File: config.mk
export PLATFORM = sky130hd
export DESIGN_NAME = offset_fifo_reader
export DESIGN_NICKNAME = d
export VERILOG_FILES = /design/src/rtl/offset_fifo_reader_pkg.sv /design/src/rtl/offset_fifo_reader_mem.sv /design/src/rtl/offset_fifo_reader.sv
export SDC_FILE = /design/constraint.sdc
export NUM_CORES = 1
export LEC_CHECK = 0
export CELL_PAD_IN_SITES_DETAIL_PLACEMENT = 0
export CELL_PAD_IN_SITES_GLOBAL_PLACEMENT = 1
export CORE_MARGIN = 8
export CORE_UTILIZATION = 39
export DETAILED_ROUTE_END_ITERATION = 16
export PLACE_DENSITY_LB_ADDON = 0.2
export SYNTH_ARGS = -nofsm -noshare
export SYNTH_HDL_FRONTEND = slang
export SYNTH_SLANG_ARGS = --single-unit
File: constraint.sdc
create_clock -name i_clk -period 2.99 [get_ports i_clk]
set_input_delay 0.598 -clock i_clk [delete_from_list [all_inputs] [get_ports i_clk]]
set_output_delay 0.598 -clock i_clk [all_outputs]
set_load 0.01 [all_outputs]
File: src/rtl/offset_fifo_reader_pkg.sv
// rtl/offset_fifo_reader_pkg.sv - shared defaults and width helpers for the offset FIFO reader
package offset_fifo_reader_pkg;

  localparam int DEF_WIDTH  = 10;
  localparam int DEF_DEPTH  = 4;
  localparam int DEF_OFFSET = 1;

  localparam int DEF_PTR_W = $clog2(DEF_DEPTH);
  localparam int DEF_CNT_W = DEF_PTR_W + 1;

  // Count needs one more bit than the pointers so "full" is distinguishable from "empty".
  function automatic int ptr_width(input int depth);
    return $clog2(depth);
  endfunction

  function automatic int cnt_width(input int depth);
    return $clog2(depth) + 1;
  endfunction

endpackage

File: src/rtl/offset_fifo_reader_mem.sv
// rtl/offset_fifo_reader_mem.sv - FIFO storage, one write port and one asynchronous read port
module offset_fifo_mem
  import offset_fifo_reader_pkg::*;
#(
  parameter int WIDTH = DEF_WIDTH,
  parameter int DEPTH = DEF_DEPTH,
  parameter int PTR_W = DEF_PTR_W
) (
  input  logic             i_clk,
  input  logic             i_we,
  input  logic [PTR_W-1:0] i_waddr,
  input  logic [WIDTH-1:0] i_wdata,
  input  logic [PTR_W-1:0] i_raddr,
  output logic [WIDTH-1:0] o_rdata
);

  logic [WIDTH-1:0] mem_q [DEPTH];

  always_ff @(posedge i_clk) begin
    if (i_we) begin
      mem_q[i_waddr] <= i_wdata;
    end
  end

  assign o_rdata = mem_q[i_raddr];

endmodule

File: src/rtl/offset_fifo_reader.sv
// rtl/offset_fifo_reader.sv - FIFO whose read side presents head+OFFSET and head+OFFSET+1
module offset_fifo_reader
  import offset_fifo_reader_pkg::*;
#(
  parameter int WIDTH  = DEF_WIDTH,
  parameter int DEPTH  = DEF_DEPTH,
  parameter int OFFSET = DEF_OFFSET
) (
  input  logic                     i_clk,
  input  logic                     i_rst_n,
  input  logic                     i_valid,
  output logic                     o_ready,
  input  logic [WIDTH-1:0]         i_data,
  output logic                     o_valid,
  input  logic                     i_ready,
  output logic [WIDTH-1:0]         o_data,
  output logic [WIDTH-1:0]         o_data2,
  output logic [$clog2(DEPTH):0]   o_count
);

  localparam int PTR_W = ptr_width(DEPTH);
  localparam int CNT_W = cnt_width(DEPTH);
  localparam logic [CNT_W-1:0] DEPTH_C = CNT_W'(DEPTH);
  localparam logic [WIDTH-1:0] OFF_C   = WIDTH'(OFFSET);

  logic [PTR_W-1:0] wr_ptr_q, wr_ptr_d;
  logic [PTR_W-1:0] rd_ptr_q, rd_ptr_d;
  logic [CNT_W-1:0] count_q, count_d;
  logic [WIDTH-1:0] rd_data;
  logic             push;
  logic             pop;

  // Handshakes depend only on registered count, so i_ready never reaches o_ready.
  assign o_ready = (count_q < DEPTH_C);
  assign o_valid = (count_q != '0);
  assign o_count = count_q;
  assign push    = i_valid && o_ready;
  assign pop     = o_valid && i_ready;

  always_comb begin
    wr_ptr_d = wr_ptr_q;
    rd_ptr_d = rd_ptr_q;
    count_d  = count_q;
    if (push) begin
      wr_ptr_d = wr_ptr_q + PTR_W'(1);
    end
    if (pop) begin
      rd_ptr_d = rd_ptr_q + PTR_W'(1);
    end
    case ({push, pop})
      2'b10:   count_d = count_q + CNT_W'(1);
      2'b01:   count_d = count_q - CNT_W'(1);
      default: count_d = count_q;
    endcase
  end

  always_ff @(posedge i_clk) begin
    if (!i_rst_n) begin
      wr_ptr_q <= '0;
      rd_ptr_q <= '0;
      count_q  <= '0;
    end else begin
      wr_ptr_q <= wr_ptr_d;
      rd_ptr_q <= rd_ptr_d;
      count_q  <= count_d;
    end
  end

  offset_fifo_mem #(
    .WIDTH (WIDTH),
    .DEPTH (DEPTH),
    .PTR_W (PTR_W)
  ) u_mem (
    .i_clk   (i_clk),
    .i_we    (push && i_rst_n),
    .i_waddr (wr_ptr_q),
    .i_wdata (i_data),
    .i_raddr (rd_ptr_q),
    .o_rdata (rd_data)
  );

  // Sums wrap modulo 2^WIDTH; outputs are forced to zero while empty.
  always_comb begin : offset_math
    logic [WIDTH-1:0] sum1;
    logic [WIDTH-1:0] sum2;
    sum1    = rd_data + OFF_C;
    sum2    = sum1 + WIDTH'(1);
    o_data  = o_valid ? sum1 : '0;
    o_data2 = o_valid ? sum2 : '0;
  end

endmodule

==> impl_metrics.tcl, run 1 <==
set metrics [dict create \
    fin_skew_ns 0.008091 \
    numCtsBuffers 5 \
    dp_hpwl_mm 4.055 \
    grt_overflow_total 0 \
    synthAdderAreaFrac 0.04977 \
    r2r_end "o_count[2]" \
    place_congestion 0.7631 \
    drc 0 \
    p_int_w 0.002085 \
    synth-edff-count 40 \
    swShare 0.3551 \
    pwr-share-clk 0.144 \
    cp.arrival_ns 2.82 \
    wire_per_inst_um 16.05 \
    leakage_nw 1.292 \
    tns_ns -2.485 \
    holdBufCountCts 0 \
    drv_slew 0 \
    antenna_found_initial 0 \
    postLayoutCellArea_um2 3527 \
    clock_path_buffers 2 \
    die_h_um 94.67 \
    worstHoldStart "o_count[2]" \
    grt_max_degree 18 \
    rows 28 \
    drt-total-wl_mm 5.280 \
    num-fill-cells 476 \
    start_util 0.4053 \
    holdPathEnd "o_count[2]" \
    crit_chain "mux2i_4 -> mux2i_2 -> ha_4 -> nand2_4 -> o22ai_4 -> buf_6 -> nand3_4 -> xor2_2 -> nor4_2 -> mux2_2 -> buf_6" \
    fin_crit_ns 3.423 \
    endpoint_kind "output port" \
    fmax_mhz 292.2 \
    max_cap_viol_count 0 \
    grt_pass1_vias 1809 \
    finalHoldViolCount 0 \
    violations "negative setup slack" \
    clk_pin_slew_worst_paths_ns 0.09 \
    avgSynthCellArea_um2 13.71 \
    slew_headroom 0.6318 \
    critPathMaxFanout 5 \
    synth_warnings 0 \
    ff2ff_path_depth 9 \
    drtPass1Iterations 4 \
    ant_nets 0 \
    final_common_cell "edfxtp_1" \
    port_buffers 38 \
    rsz0062_at_grt "yes" \
    cp_slowest_stage_delay_ns 0.39 \
    combinationalPowerShare 0.585 \
    ys_async_sr_fraction 0 \
    ys_seq_elements 49 \
    final_util 0.5922 \
    yosys.area_share.simple 0.1343 \
    crit_path_start_kind "flip-flop" \
    ir_drop_mv 0.4168 \
    grtUsageTotal 0.1248 \
    synth_xor_area_frac 0.05754 \
    min_path_type "reg2reg" \
    crit_required_ns 2.39 \
    synth_compound_area_frac 0.03940 \
    ios 39 \
    muxShareOfSynthArea 0.1140 \
    reg2reg_from "o_count[2]" \
    viasPerCell 4.970 \
    p_switching_w 0.001148 \
    core_area_um2 5956 \
    r2r_slack_ns 0.59 \
    htree_levels 2 \
    antenna_cells 0 \
    cts_root_buf "clkbuf_8" \
    syn2layout_area_growth_pct 46.14 \
    die_x_um 94.67 \
    yosysSeqAreaShare 0.5723 \
    cpMaxStageDelayCell "dfxtp_4" \
    cp.buffers_inverters 2 \
    grt_pass1_wl_mm 8.797 \
    layout_common_cells "40 x edfxtp_1, 34 x buf_4, 22 x clkdlybuf4s50_1, 11 x nor2_1, 10 x inv_1" \
    setup_violations 11 \
    tightest_slew_ns 0.5524 \
    layout-drive-gt1-share 0.4213 \
    hold_ws_ns 0.5968 \
    synth_top_family_by_area "simple AND/OR/NAND/NOR gates" \
    cpMostUsedCell "buf_6" \
    worstSetupPathType "reg2out" \
    outcome "complete, but fails checks" \
    min_path_cells 2 \
    p_per_area_nw_per_um2 916.5 \
    fin_crit_sh 1.145 \
    syn_inst 176 \
    critPathTopFamily "multiplexers" \
    place_area_um2 3139 \
    num_vias 1635 \
    finalPower_w 0.003233 \
    clk_latency_ns 0.30 \
    sequentialPowerShare 0.271 \
    multiInputGateArea_um2 1226 \
    worst_slack_ns -0.4326 \
    clock_sinks 49 \
    num-nets-final 276 \
    die_area_um2 8961 \
    syn_area_um2 2414 \
    drtIter0Drc 36 \
    ys_types 37 \
    cts_tree "built" \
    seq_area_um2 1389 \
    synthFlopType "edfxtp_1" \
    syn-num-nets 199 \
]
## final cells by class
type | count | share of cell area
Sequential cell | 49 | 0.3938
Clock buffer | 5 | 0.01951
Inverter | 10 | 0.01064
Tap cell | 75 | 0.02661
Timing Repair Buffer | 76 | 0.1887
Clock inverter | 3 | 0.01313
Multi-Input combinational cell | 111 | 0.3476
## worst max-delay path by stage
stage	cells past startpoint	endpoint	from	slack, ns
floorplan	8	o_data2[9]	flip-flop	-0.07
global placement	9	o_data2[9]	flip-flop	-0.51
detailed placement	9	o_data2[9]	flip-flop	-0.60
CTS	9	o_data2[9]	flip-flop	-0.45
global route	10	o_data2[9]	flip-flop	-0.56
finish	11	o_data2[9]	flip-flop	-0.43
## worst reg2reg max path, stage by stage, from the launching register on
cell and delay [ns]:
dfxtp_1 0.45, nor3_2 0.07, buf_4 0.21, nor2b_1 0.29
ha_1 0.25, inv_1 0.06, fa_1 0.37, xor2_1 0.16
or3_1 0.30, a21boi_0 0.18
## metrics by stage
| step | setup slack (ns) | cells |
|---|---|---|
| final | -0.4326 | 329 |
| after global routing | -0.5639 | 329 |
| after CTS | -0.4465 | 326 |
| after detailed placement | -0.6006 | 313 |
| after global placement | -0.5079 | 313 |
| after floorplan | -0.06910 | 176 |
## state kept, by name (all words and copies together), names as in the netlist, named ones only
name,count
u_mem.mem_q,40
o_count,3
rd_ptr_q,2
wr_ptr_q,2
## power by group through the flow
stage / clock network (W) / registers (W) / logic (W)
floorplan: 0 / 0.000863 / 0.000915
global placement: 0 / 0.000876 / 0.00163
detailed placement: 0 / 0.000883 / 0.00167
CTS: 0.000473 / 0.000874 / 0.00182
global route: 0.000503 / 0.000887 / 0.00207
finish: 0.000465 / 0.000877 / 0.00189
## kinds of logic after synthesis
group,Yosys count
simple gates,59
flops,49
buf+inv,16
mux,16
xor+xnor,15
compound gates,12
fa+ha+maj,9
## Yosys cell counts (3+ instances only)
cell / n / area [µm²]
xnor2_1: 8 / 70.07
xor2_1: 6 / 52.55
ha_1: 8 / 100.1
inv_1: 10 / 37.54
clkbuf_1: 3 / 11.26
nor3_1: 5 / 25.02
mux2i_1: 5 / 50.05
and3_1: 6 / 37.54
and2_1: 7 / 43.79
nand3_1: 4 / 20.02
nor2_1: 15 / 56.30
nor2b_1: 6 / 37.54
nand2_1: 6 / 22.52
edfxtp_1: 40 / 1201
mux4_2: 9 / 202.7
dfxtp_1: 9 / 180.2
## layer usage
layer  track usage  routed length, µm
met5             0                  0
met4       0.03251                 44
met3       0.03492                330
met2        0.2242               2741
met1        0.1421               2163
## what timing repair did
item                                    4_1_cts  5_1_grt
pin swaps                                    22       10
setup buffers                                 5        4
gates cloned                                  0        0
resized for setup                            77       17
endpoints found under the setup margin       16       14
No activity file was read; power rests on OpenSTA's default activity.
==> run 2, diff against run 1 <==
--- a/config.mk
+++ b/config.mk
@@ -10,7 +10,9 @@
 export CORE_MARGIN = 8
 export CORE_UTILIZATION = 39
 export DETAILED_ROUTE_END_ITERATION = 16
-export PLACE_DENSITY_LB_ADDON = 0.2
+export GPL_ROUTABILITY_DRIVEN = 0
+export PLACE_DENSITY = 0.82
+export RECOVER_POWER = 100
 export SYNTH_ARGS = -nofsm -noshare
 export SYNTH_HDL_FRONTEND = slang
 export SYNTH_SLANG_ARGS = --single-unit
==> run 2 against run 1 <==
The run still ends with negative setup slack left. Via count down 1.2%. Global-route usage decreased by 1.0 points. Design area increased by 1.1%. Combinational power is 3% higher. Largest cell class unchanged.
==> impl_metrics.tcl, run 2 (synthesis gave the netlist of run 1 again) <==
set metrics [dict create \
    syn2layout_area_growth_pct 47.69 \
    setup_violations 11 \
    die_h_um 94.67 \
    layout-drive-gt1-share 0.4275 \
    num-nets-final 284 \
    rsz0062_at_grt "yes" \
    numCtsBuffers 5 \
    p_per_area_nw_per_um2 894.9 \
    ios 39 \
    min_path_type "reg2reg" \
    clk_latency_ns 0.29 \
    worst_slack_ns -0.3669 \
    r2r_slack_ns 0.83 \
    antenna_cells 0 \
    drtIter0Drc 30 \
    final_common_cell "edfxtp_1" \
    cts_root_buf "clkbuf_8" \
    critPathMaxFanout 5 \
    core_area_um2 5956 \
    dp_hpwl_mm 3.503 \
    clock_sinks 49 \
    drt-total-wl_mm 5.101 \
    rows 28 \
    top_register "u_mem.mem_q" \
    die_area_um2 8961 \
    cts_tree "built" \
    p_switching_w 0.001177 \
    grtUsageTotal 0.1144 \
    fin_skew_ns 0.004685 \
    antenna_found_initial 0 \
    cp.arrival_ns 2.76 \
    leakage_nw 1.345 \
    port_buffers 38 \
    grt_pass1_wl_mm 8.066 \
    grt_max_degree 17 \
    endpoint_kind "output port" \
    largest_register_ffs 40 \
    combinationalPowerShare 0.611 \
    postLayoutCellArea_um2 3565 \
    grt_pass1_vias 1757 \
    worstSetupPathType "reg2out" \
    swShare 0.3691 \
    violations "negative setup slack" \
    fin_crit_ns 3.357 \
    ir_drop_mv 0.4352 \
    clock_path_buffers 2 \
    place_area_um2 3132 \
    drv_slew 0 \
    outcome "complete, but fails checks" \
    ant_nets 0 \
    p_int_w 0.002013 \
    fin_crit_sh 1.123 \
    layout_common_cells "40 x edfxtp_1, 37 x buf_4, 17 x dlygate4sd3_1, 13 x nor2_1" \
    drc 0 \
    pwr-share-clk 0.117 \
    wire_per_inst_um 15.14 \
    start_util 0.4053 \
    num_vias 1615 \
    tightest_slew_ns 0.5281 \
    drtPass1Iterations 4 \
    die_x_um 94.67 \
    crit_path_start_kind "flip-flop" \
    slew_headroom 0.6480 \
    tns_ns -2.357 \
    max_cap_viol_count 0 \
    crit_required_ns 2.39 \
    viasPerCell 4.792 \
    post-place-ws_ns -0.5110 \
    sequentialPowerShare 0.272 \
    htree_levels 2 \
    fmax_mhz 297.9 \
    grt_overflow_total 0 \
    clk_pin_slew_worst_paths_ns 0.08 \
    finalHoldViolCount 0 \
    final_util 0.5985 \
]
run 2: changes by cell type in the layout (fill, tap and decap cells not counted), moves of 3 or more:
cell,delta
dlygate4sd3_1,+17
clkdlybuf4s50_1,-16
and2_0,+4
and2_1,-4
buf_6,+4
dlygate4sd2_1,-4
buf_4,+3
clkbuf_2,+3
run 2: routing by layer:
layer	share of wire	global-route usage	vias to the layer above
li1	-	-	805
met1	0.40	0.1247	765
met2	0.53	0.2086	36
met3	0.050	0.02540	9
met4	0.024	0.04811	0
met5	0	0	-
run 2: worst paths after layout:
kind              startpoint         end  depth (start not counted)
setup / recovery   flip-flop  o_data2[9]                         11
hold / removal    o_count[2]  o_count[2]                          2
hold reg to reg   o_count[2]  o_count[2]                          2
setup reg to reg  o_count[2]  o_count[2]                          8
run 2: layout make-up:
type                            instances  area (µm²)
Fill cell                             448        2391
Sequential cell                        49        1389
Multi-Input combinational cell        111        1242
Timing Repair Buffer                   84       711.9
Tap cell                               75       93.84
Clock buffer                            5       68.82
Inverter                               10       37.54
Clock inverter                          3       21.27
run 2: power groups by stage:
stage,Sequential (W),Clock (W),Combinational (W)
4_1_cts,0.000868,0.000388,0.00184
3_5_place_dp,0.000879,0,0.00163
5_1_grt,0.000877,0.000411,0.00211
6_report,0.000867,0.000375,0.00195
2_1_floorplan,0.000863,0,0.000915
3_3_place_gp,0.000875,0,0.00162
run 2: timing repair:
item | CTS | global route
endpoints found under the setup margin | 16 | 15
setup buffers | 15 | 4
hold buffers | 0 | 0
gates resized for setup | 57 | 31
pin swaps | 18 | 19
run 2: stage by stage:
step           hold slack [ns]  std cells  total power [W]
4_1_cts                 0.5771        335         0.003099
3_3_place_gp            0.5450        312         0.002494
2_1_floorplan           0.5259        176         0.001779
3_5_place_dp            0.5629        312         0.002509
5_1_grt                 0.6177        337         0.003400
6_report                0.5675        337         0.003190
run 2: critical path: stages, from the launching register on:
cell     delay [ns]
dfxtp_4        0.39
buf_6          0.14
mux2i_4        0.27
ha_4           0.22
nand2_4        0.06
o22ai_4        0.24
buf_6          0.14
nand3_4        0.07
xor2_4         0.18
nor4_2         0.27
mux2_2         0.37
buf_6          0.12
